<file path="config.mk">
export PLATFORM = sky130hd
export DESIGN_NAME = alu_share_ctrl
export DESIGN_NICKNAME = d
export VERILOG_FILES = /design/src/rtl/alu_pkg.sv /design/src/rtl/alu.sv /design/src/rtl/alu_share_ctrl.sv
export SDC_FILE = /design/constraint.sdc
export NUM_CORES = 1
export LEC_CHECK = 0
export ABC_CLOCK_PERIOD_IN_PS = 5000
export CORE_MARGIN = 2
export CORE_UTILIZATION = 48
export DETAILED_ROUTE_END_ITERATION = 16
export PLACE_DENSITY_LB_ADDON = 0.1
export SLEW_MARGIN = 20
export SYNTH_ARGS = -nofsm -noshare
export SYNTH_HDL_FRONTEND = slang
export SYNTH_HIERARCHICAL = 1
export SYNTH_SLANG_ARGS = --single-unit
</file>
<file path="constraint.sdc">
create_clock -name clk -period 5 [get_ports clk]
set_clock_uncertainty 0.15 [all_clocks]
set_input_delay 0.75 -clock clk [delete_from_list [all_inputs] [get_ports clk]]
set_output_delay 0.75 -clock clk [all_outputs]
set_load 0.005 [all_outputs]
</file>
<file path="src/rtl/alu_pkg.sv">
// Shared definitions for the alu and its two-requester sharing controller.
// Opcode encodings and the sharing FSM state type.
package alu_pkg;

    localparam logic [3:0] ALU_AND = 4'b0000;
    localparam logic [3:0] ALU_OR  = 4'b0001;
    localparam logic [3:0] ALU_ADD = 4'b0010;
    localparam logic [3:0] ALU_SUB = 4'b0011;
    localparam logic [3:0] ALU_XOR = 4'b0100;
    localparam logic [3:0] ALU_SRL = 4'b0101;
    localparam logic [3:0] ALU_SLL = 4'b0110;
    localparam logic [3:0] ALU_SLT = 4'b1110;
    localparam logic [3:0] ALU_EQ  = 4'b1000;
    localparam logic [3:0] ALU_LUI = 4'b1001;

    typedef enum logic [1:0] {
        IDLE,
        EXEC,
        RESP
    } share_state_e;

endpackage

</file>
<file path="src/rtl/alu.sv">
// Combinational alu: result is exactly DATA_WIDTH bits, undefined opcodes give 0.
// LUI passes SrcB through (immediate arrives pre-shifted).
module alu
    import alu_pkg::*;
#(
    parameter int DATA_WIDTH    = 32,
    parameter int OPCODE_LENGTH = 4
) (
    input  logic [DATA_WIDTH-1:0]    SrcA,
    input  logic [DATA_WIDTH-1:0]    SrcB,
    input  logic [OPCODE_LENGTH-1:0] Operation,
    output logic [DATA_WIDTH-1:0]    ALUResult
);

    always_comb begin
        ALUResult = '0;
        case (Operation)
            ALU_AND: ALUResult = SrcA & SrcB;
            ALU_OR:  ALUResult = SrcA | SrcB;
            ALU_ADD: ALUResult = SrcA + SrcB;
            ALU_SUB: ALUResult = SrcA - SrcB;
            ALU_XOR: ALUResult = SrcA ^ SrcB;
            ALU_SRL: ALUResult = SrcA >> SrcB;
            ALU_SLL: ALUResult = SrcA << SrcB;
            ALU_SLT: ALUResult = {{(DATA_WIDTH-1){1'b0}}, ($signed(SrcA) < $signed(SrcB))};
            ALU_EQ:  ALUResult = {{(DATA_WIDTH-1){1'b0}}, (SrcA == SrcB)};
            ALU_LUI: ALUResult = SrcB;
            default: ALUResult = '0;
        endcase
    end

endmodule

</file>
<file path="src/rtl/alu_share_ctrl.sv">
// Shares one alu between two requesters with round-robin arbitration, one op in flight.
// Define ALU_SHARE_PERF_EN to add per-requester grant counters.
module alu_share_ctrl
    import alu_pkg::*;
#(
    parameter int DATA_WIDTH    = 32,
    parameter int OPCODE_LENGTH = 4
) (
    input  logic                     clk,
    input  logic                     reset,
    input  logic                     req0_valid,
    output logic                     req0_ready,
    input  logic [DATA_WIDTH-1:0]    req0_srca,
    input  logic [DATA_WIDTH-1:0]    req0_srcb,
    input  logic [OPCODE_LENGTH-1:0] req0_op,
    input  logic                     req1_valid,
    output logic                     req1_ready,
    input  logic [DATA_WIDTH-1:0]    req1_srca,
    input  logic [DATA_WIDTH-1:0]    req1_srcb,
    input  logic [OPCODE_LENGTH-1:0] req1_op,
    output logic                     rsp_valid,
    input  logic                     rsp_ready,
    output logic                     rsp_id,
    output logic [DATA_WIDTH-1:0]    rsp_result,
    output logic                     busy
`ifdef ALU_SHARE_PERF_EN
    ,
    output logic [31:0]              grant_cnt0,
    output logic [31:0]              grant_cnt1
`endif
);

    share_state_e             state, state_next;
    logic                     rr_ptr;
    logic                     winner;
    logic                     grant;
    logic [DATA_WIDTH-1:0]    srca_q, srcb_q, alu_result;
    logic [OPCODE_LENGTH-1:0] op_q;

    // Contention goes to rr_ptr; otherwise whichever side is valid.
    assign winner = (req0_valid && req1_valid) ? rr_ptr : req1_valid;

    always_ff @(posedge clk) begin
        if (reset) state <= IDLE;
        else       state <= state_next;
    end

    always_comb begin
        state_next = state;
        grant      = 1'b0;
        req0_ready = 1'b0;
        req1_ready = 1'b0;
        case (state)
            IDLE: begin
                if (req0_valid || req1_valid) begin
                    grant      = 1'b1;
                    req0_ready = !winner;
                    req1_ready = winner;
                    state_next = EXEC;
                end
            end
            EXEC:    state_next = RESP;
            RESP:    if (rsp_ready) state_next = IDLE;
            default: state_next = IDLE;
        endcase
    end

    assign rsp_valid = (state == RESP);
    assign busy      = (state != IDLE);

    always_ff @(posedge clk) begin
        if (reset) begin
            srca_q     <= '0;
            srcb_q     <= '0;
            op_q       <= '0;
            rsp_id     <= 1'b0;
            rr_ptr     <= 1'b0;
            rsp_result <= '0;
        end else begin
            if (grant) begin
                srca_q <= winner ? req1_srca : req0_srca;
                srcb_q <= winner ? req1_srcb : req0_srcb;
                op_q   <= winner ? req1_op : req0_op;
                rsp_id <= winner;
                rr_ptr <= !winner;
            end
            if (state == EXEC) rsp_result <= alu_result;
        end
    end

    alu #(
        .DATA_WIDTH   (DATA_WIDTH),
        .OPCODE_LENGTH(OPCODE_LENGTH)
    ) u_alu (
        .SrcA     (srca_q),
        .SrcB     (srcb_q),
        .Operation(op_q),
        .ALUResult(alu_result)
    );

`ifdef ALU_SHARE_PERF_EN
    always_ff @(posedge clk) begin
        if (reset) begin
            grant_cnt0 <= '0;
            grant_cnt1 <= '0;
        end else if (grant) begin
            if (winner) grant_cnt1 <= grant_cnt1 + 32'd1;
            else        grant_cnt0 <= grant_cnt0 + 32'd1;
        end
    end
`endif

endmodule
</file>
==> summary.md <==
| Metric | Value |
|---|---|
| Outcome | completed |
| P_leak | 5.84 nW |
| Htree depth | 3 |
| DR WL met3 | 9200 um |
| Gr usage total | 42.4% |
| Post-synth EDFFs | 0 |
| Via density | 7.04 |
| Final net count | 2228 |
| Avg WL per Cell | 27.9 um |
| Critical path class | register to register |
| Remaining DRCs | 0 |
| Hold Crit Class | register to register |
| Met2 WL | 27400 um |
| Reg area | 0.00209 mm2 |
| VDD IR max | 0.000165 V |
| Core Util, Final | 57.6% |
| Sequential fraction of the synthesis area | 15.2% |
| Final min period | 4400 ps |
| CP cell instances | inv_1, ha_1, a21oi_1, o211ai_1, or3b_2, nand2_1, a2111oi_0, nor4_1, or2_1, o221a_2, o211ai_1, nand2_1, a21oi_1 |
| Global route overflow | 0 |
| M1 wire length | 25100 um |
| Clock Path Buffers | 2 |
| Final worst-path cycle share | 88.0% |
| Worst path max stage delay | 900 ps |
| Die H | 173 um |
| Max_cap viols | 0 |
| Slew HR | 24.2% |
| Hold buffers post-CTS | 0 |
| Post-CTS setup buffers | 0 |
| IO Count | 178 |
| RD Place Congestion | 1.12 |
| Worst Tran Pin Value | 1130 ps |
| CP max FO | 10 |
| Skew-Pair Late Insertion Delay | 380 ps |
| Fraction of registers with async set or reset after synthesis | 0% |
| Syn Area/Cell | 7.26 um2 |
| Area growth syn-to-layout | 17.6% |
| Top sig layer | met5 |
| Req. time, crit path | 5160 ps |
| CTS tree | done |
| Clock-pin slew on the worst setup and hold paths | 80 ps |
| Post_cts resized | 0 |
| Layout cells sized above 1 | 11.4% |
| Final Hold Vio Count | 0 |
| First-pass GRT wire length | 97500 um |
| # rows | 61 |
| Mapped cell area | 0.0137 mm2 |
| Final HPWL DP | 50600 um |
| Pwr dens | 284 mW/mm2 |
| Die area | 0.0298 mm2 |
| Clock Tree Root | clkbuf_16 |
| Final setup fails | 0 |
| CTS buffer count | 9 |
| Power Total | 4.56 mW |
| Initial core utilization | 48.9% |
| Post-route setup TNS | 0 ps |
| Antenna-violating nets left | 0 |
| Distinct cell type count after synthesis | 96 |
| Fillcell total | 2716 |
| Max Freq | 227 MHz |
| Ys Warns | 6 |
| CP endpoint kind | register |
| Top FF cell, synth | dfxtp_1 |
| Unrepaired setup endpoints after global routing | no |
| Worst path bufs/invs | 1 |
| Vias post-DR | 16.7k |
| Port buffer count | 177 |
| Flops & latches, synth | 104 |
| Largest net degree at the start of global routing | 84 |
| Cells after synthesis | 1884 |
| CP Launch Type | register |
| Final instance area | 0.0161 mm2 |
| CP delay by family, top | compound AO/OA/AOI/OAI gates |
| DRT Pass-1 Iters | 7 |
| Multi-input logic area | 0.0104 mm2 |
| Core area | 0.0279 mm2 |
| DP Area | 0.0158 mm2 |
| Max-slew violations | 0 |
| Crit path DAT | 4560 ps |
| 1st-iter DRT viols | 2677 |
| Max stage delay cell, worst path | a2111oi_0 |
| Die span in x | 173 um |
| Synth Net Count | 2128 |
| Initial antenna violation count | 3 |
| Detailed Route WL | 66000 um |
| Vias in the first global route | 15.4k |
| Clock sink total | 104 |
-- metal layers --
| metal | GRT usage (%) | vias up |
|---|---|---|
| met3 | 12.0 | 278 |
| met2 | 63.2 | 1349 |
| li1 | - | 7242 |
| met4 | 23.6 | 6 |
| met1 | 55.2 | 7794 |
| met5 | 0 | - |
-- cell type report --
class	count	area share, %
inverter	102	2.38
timing repair buffer	261	15.0
sequential	104	13.0
clock inverter	6	0.358
clock buffer	10	1.42
multi-input combinational	1506	64.9
antenna	1	0.0156
tap	378	2.94
-- registers in the layout, summed over array words and instances (netlist names) --
register	count
rsp_result	32
state	2
srcb_q	32
srca_q	32
rr_ptr	1
op_q	4
rsp_id	1
-- cells by family (layout without fill, tap and decap cells) --
family                   count (synthesis)  count (layout)  share of synthesized area (%)
XOR/XNOR                                16              16                           1.03
AND/OR/NAND/NOR                        558             558                           19.2
adder cells (fa/ha/maj)                103             103                           9.54
AO/OA/AOI/OAI                          724             724                           35.0
multiplexers                           105             105                           11.4
other                                    0               1                              0
flip-flops                             104             104                           15.2
buffers and inverters                  274             379                           8.58
-- worst reg2reg max path, stage by stage (launching register included) --
cell and delay, ps:
dfxtp_1 620, inv_1 130, ha_1 420, a21oi_1 280
o211ai_1 250, or3b_2 280, nand2_1 140, a2111oi_0 900
nor4_1 200, or2_1 330, o221a_2 260, o211ai_1 190
nand2_1 70, a21oi_1 120
-- placed cells by master (no fill, tap or decap), types with 16 or more instances in the layout --
cell type and n:
nand2_1 183, a211oi_1 26, ha_1 101, inv_1 94
a311oi_1 60, a21oi_1 227, nand3_1 93, buf_4 84
mux2i_1 47, dfxtp_1 100, nor3_1 37, nor2_1 129
o211ai_1 16, a221oi_1 29, o21ai_0 167, mux4_2 39
clkdlybuf4s50_1 175, mux2_2 19
-- Yosys cell counts (8+ instances only) --
master    count  area share (%)
ha_1        101             9.2
a21o_1       11            0.60
nand3_1      93             3.4
mux4_2       39             6.4
o211ai_1     16            0.88
a221oi_1     29             1.9
nand2_1     183             5.0
buf_2        32             1.2
o21bai_1     15            0.82
nor2b_1      15            0.69
nor2_1      129             3.5
a311oi_2     11             1.2
a21oi_1     227             8.3
mux2i_1      47             3.4
a31oi_1      15            0.69
inv_1        94             2.6
and2_1        9            0.41
nand2b_1     11            0.50
dfxtp_1     104              15
and3_1        9            0.41
o21ai_0     167             6.1
buf_4        12            0.66
o221ai_1     15            0.96
a221o_1       8            0.59
nor4_1       16            0.73
xnor2_1      15            0.96
nor3_1       37             1.4
clkbuf_1    115             3.2
or3_1        10            0.46
mux2_2       19             1.6
a311oi_1     60             3.8
a211o_1       9            0.58
a21oi_2      10            0.64
a211oi_1     26             1.4
a22oi_1      12            0.66
o22ai_1      15            0.69
o31ai_1       9            0.49
-- stage by stage --
step | hold slack, ps | cells | setup WS (ps)
2_1_floorplan | 303 | 1884 | 736
3_3_place_gp | 291 | 2351 | 948
3_5_place_dp | 298 | 2351 | 807
4_1_cts | 310 | 2367 | 779
5_1_grt | 326 | 2367 | 562
6_report | 308 | 2368 | 599
-- report_power, final --
group          switching (mW)  total, mW  internal [mW]
clock                   0.401      0.755          0.354
combinational            1.71       2.72           1.01
sequential              0.166       1.09          0.920
-- final timing paths --
kind | startpoint | endpoint | slack, ps | cells past startpoint
setup reg to reg | srca_q[4] | rsp_result[26] | 600 | 13
hold reg to reg | rsp_result[12] | rsp_result[12] | 310 | 2
setup / recovery | srca_q[4] | rsp_result[26] | 600 | 13
hold / removal | rsp_result[12] | rsp_result[12] | 310 | 2
Power figures use the tool's default switching activity.
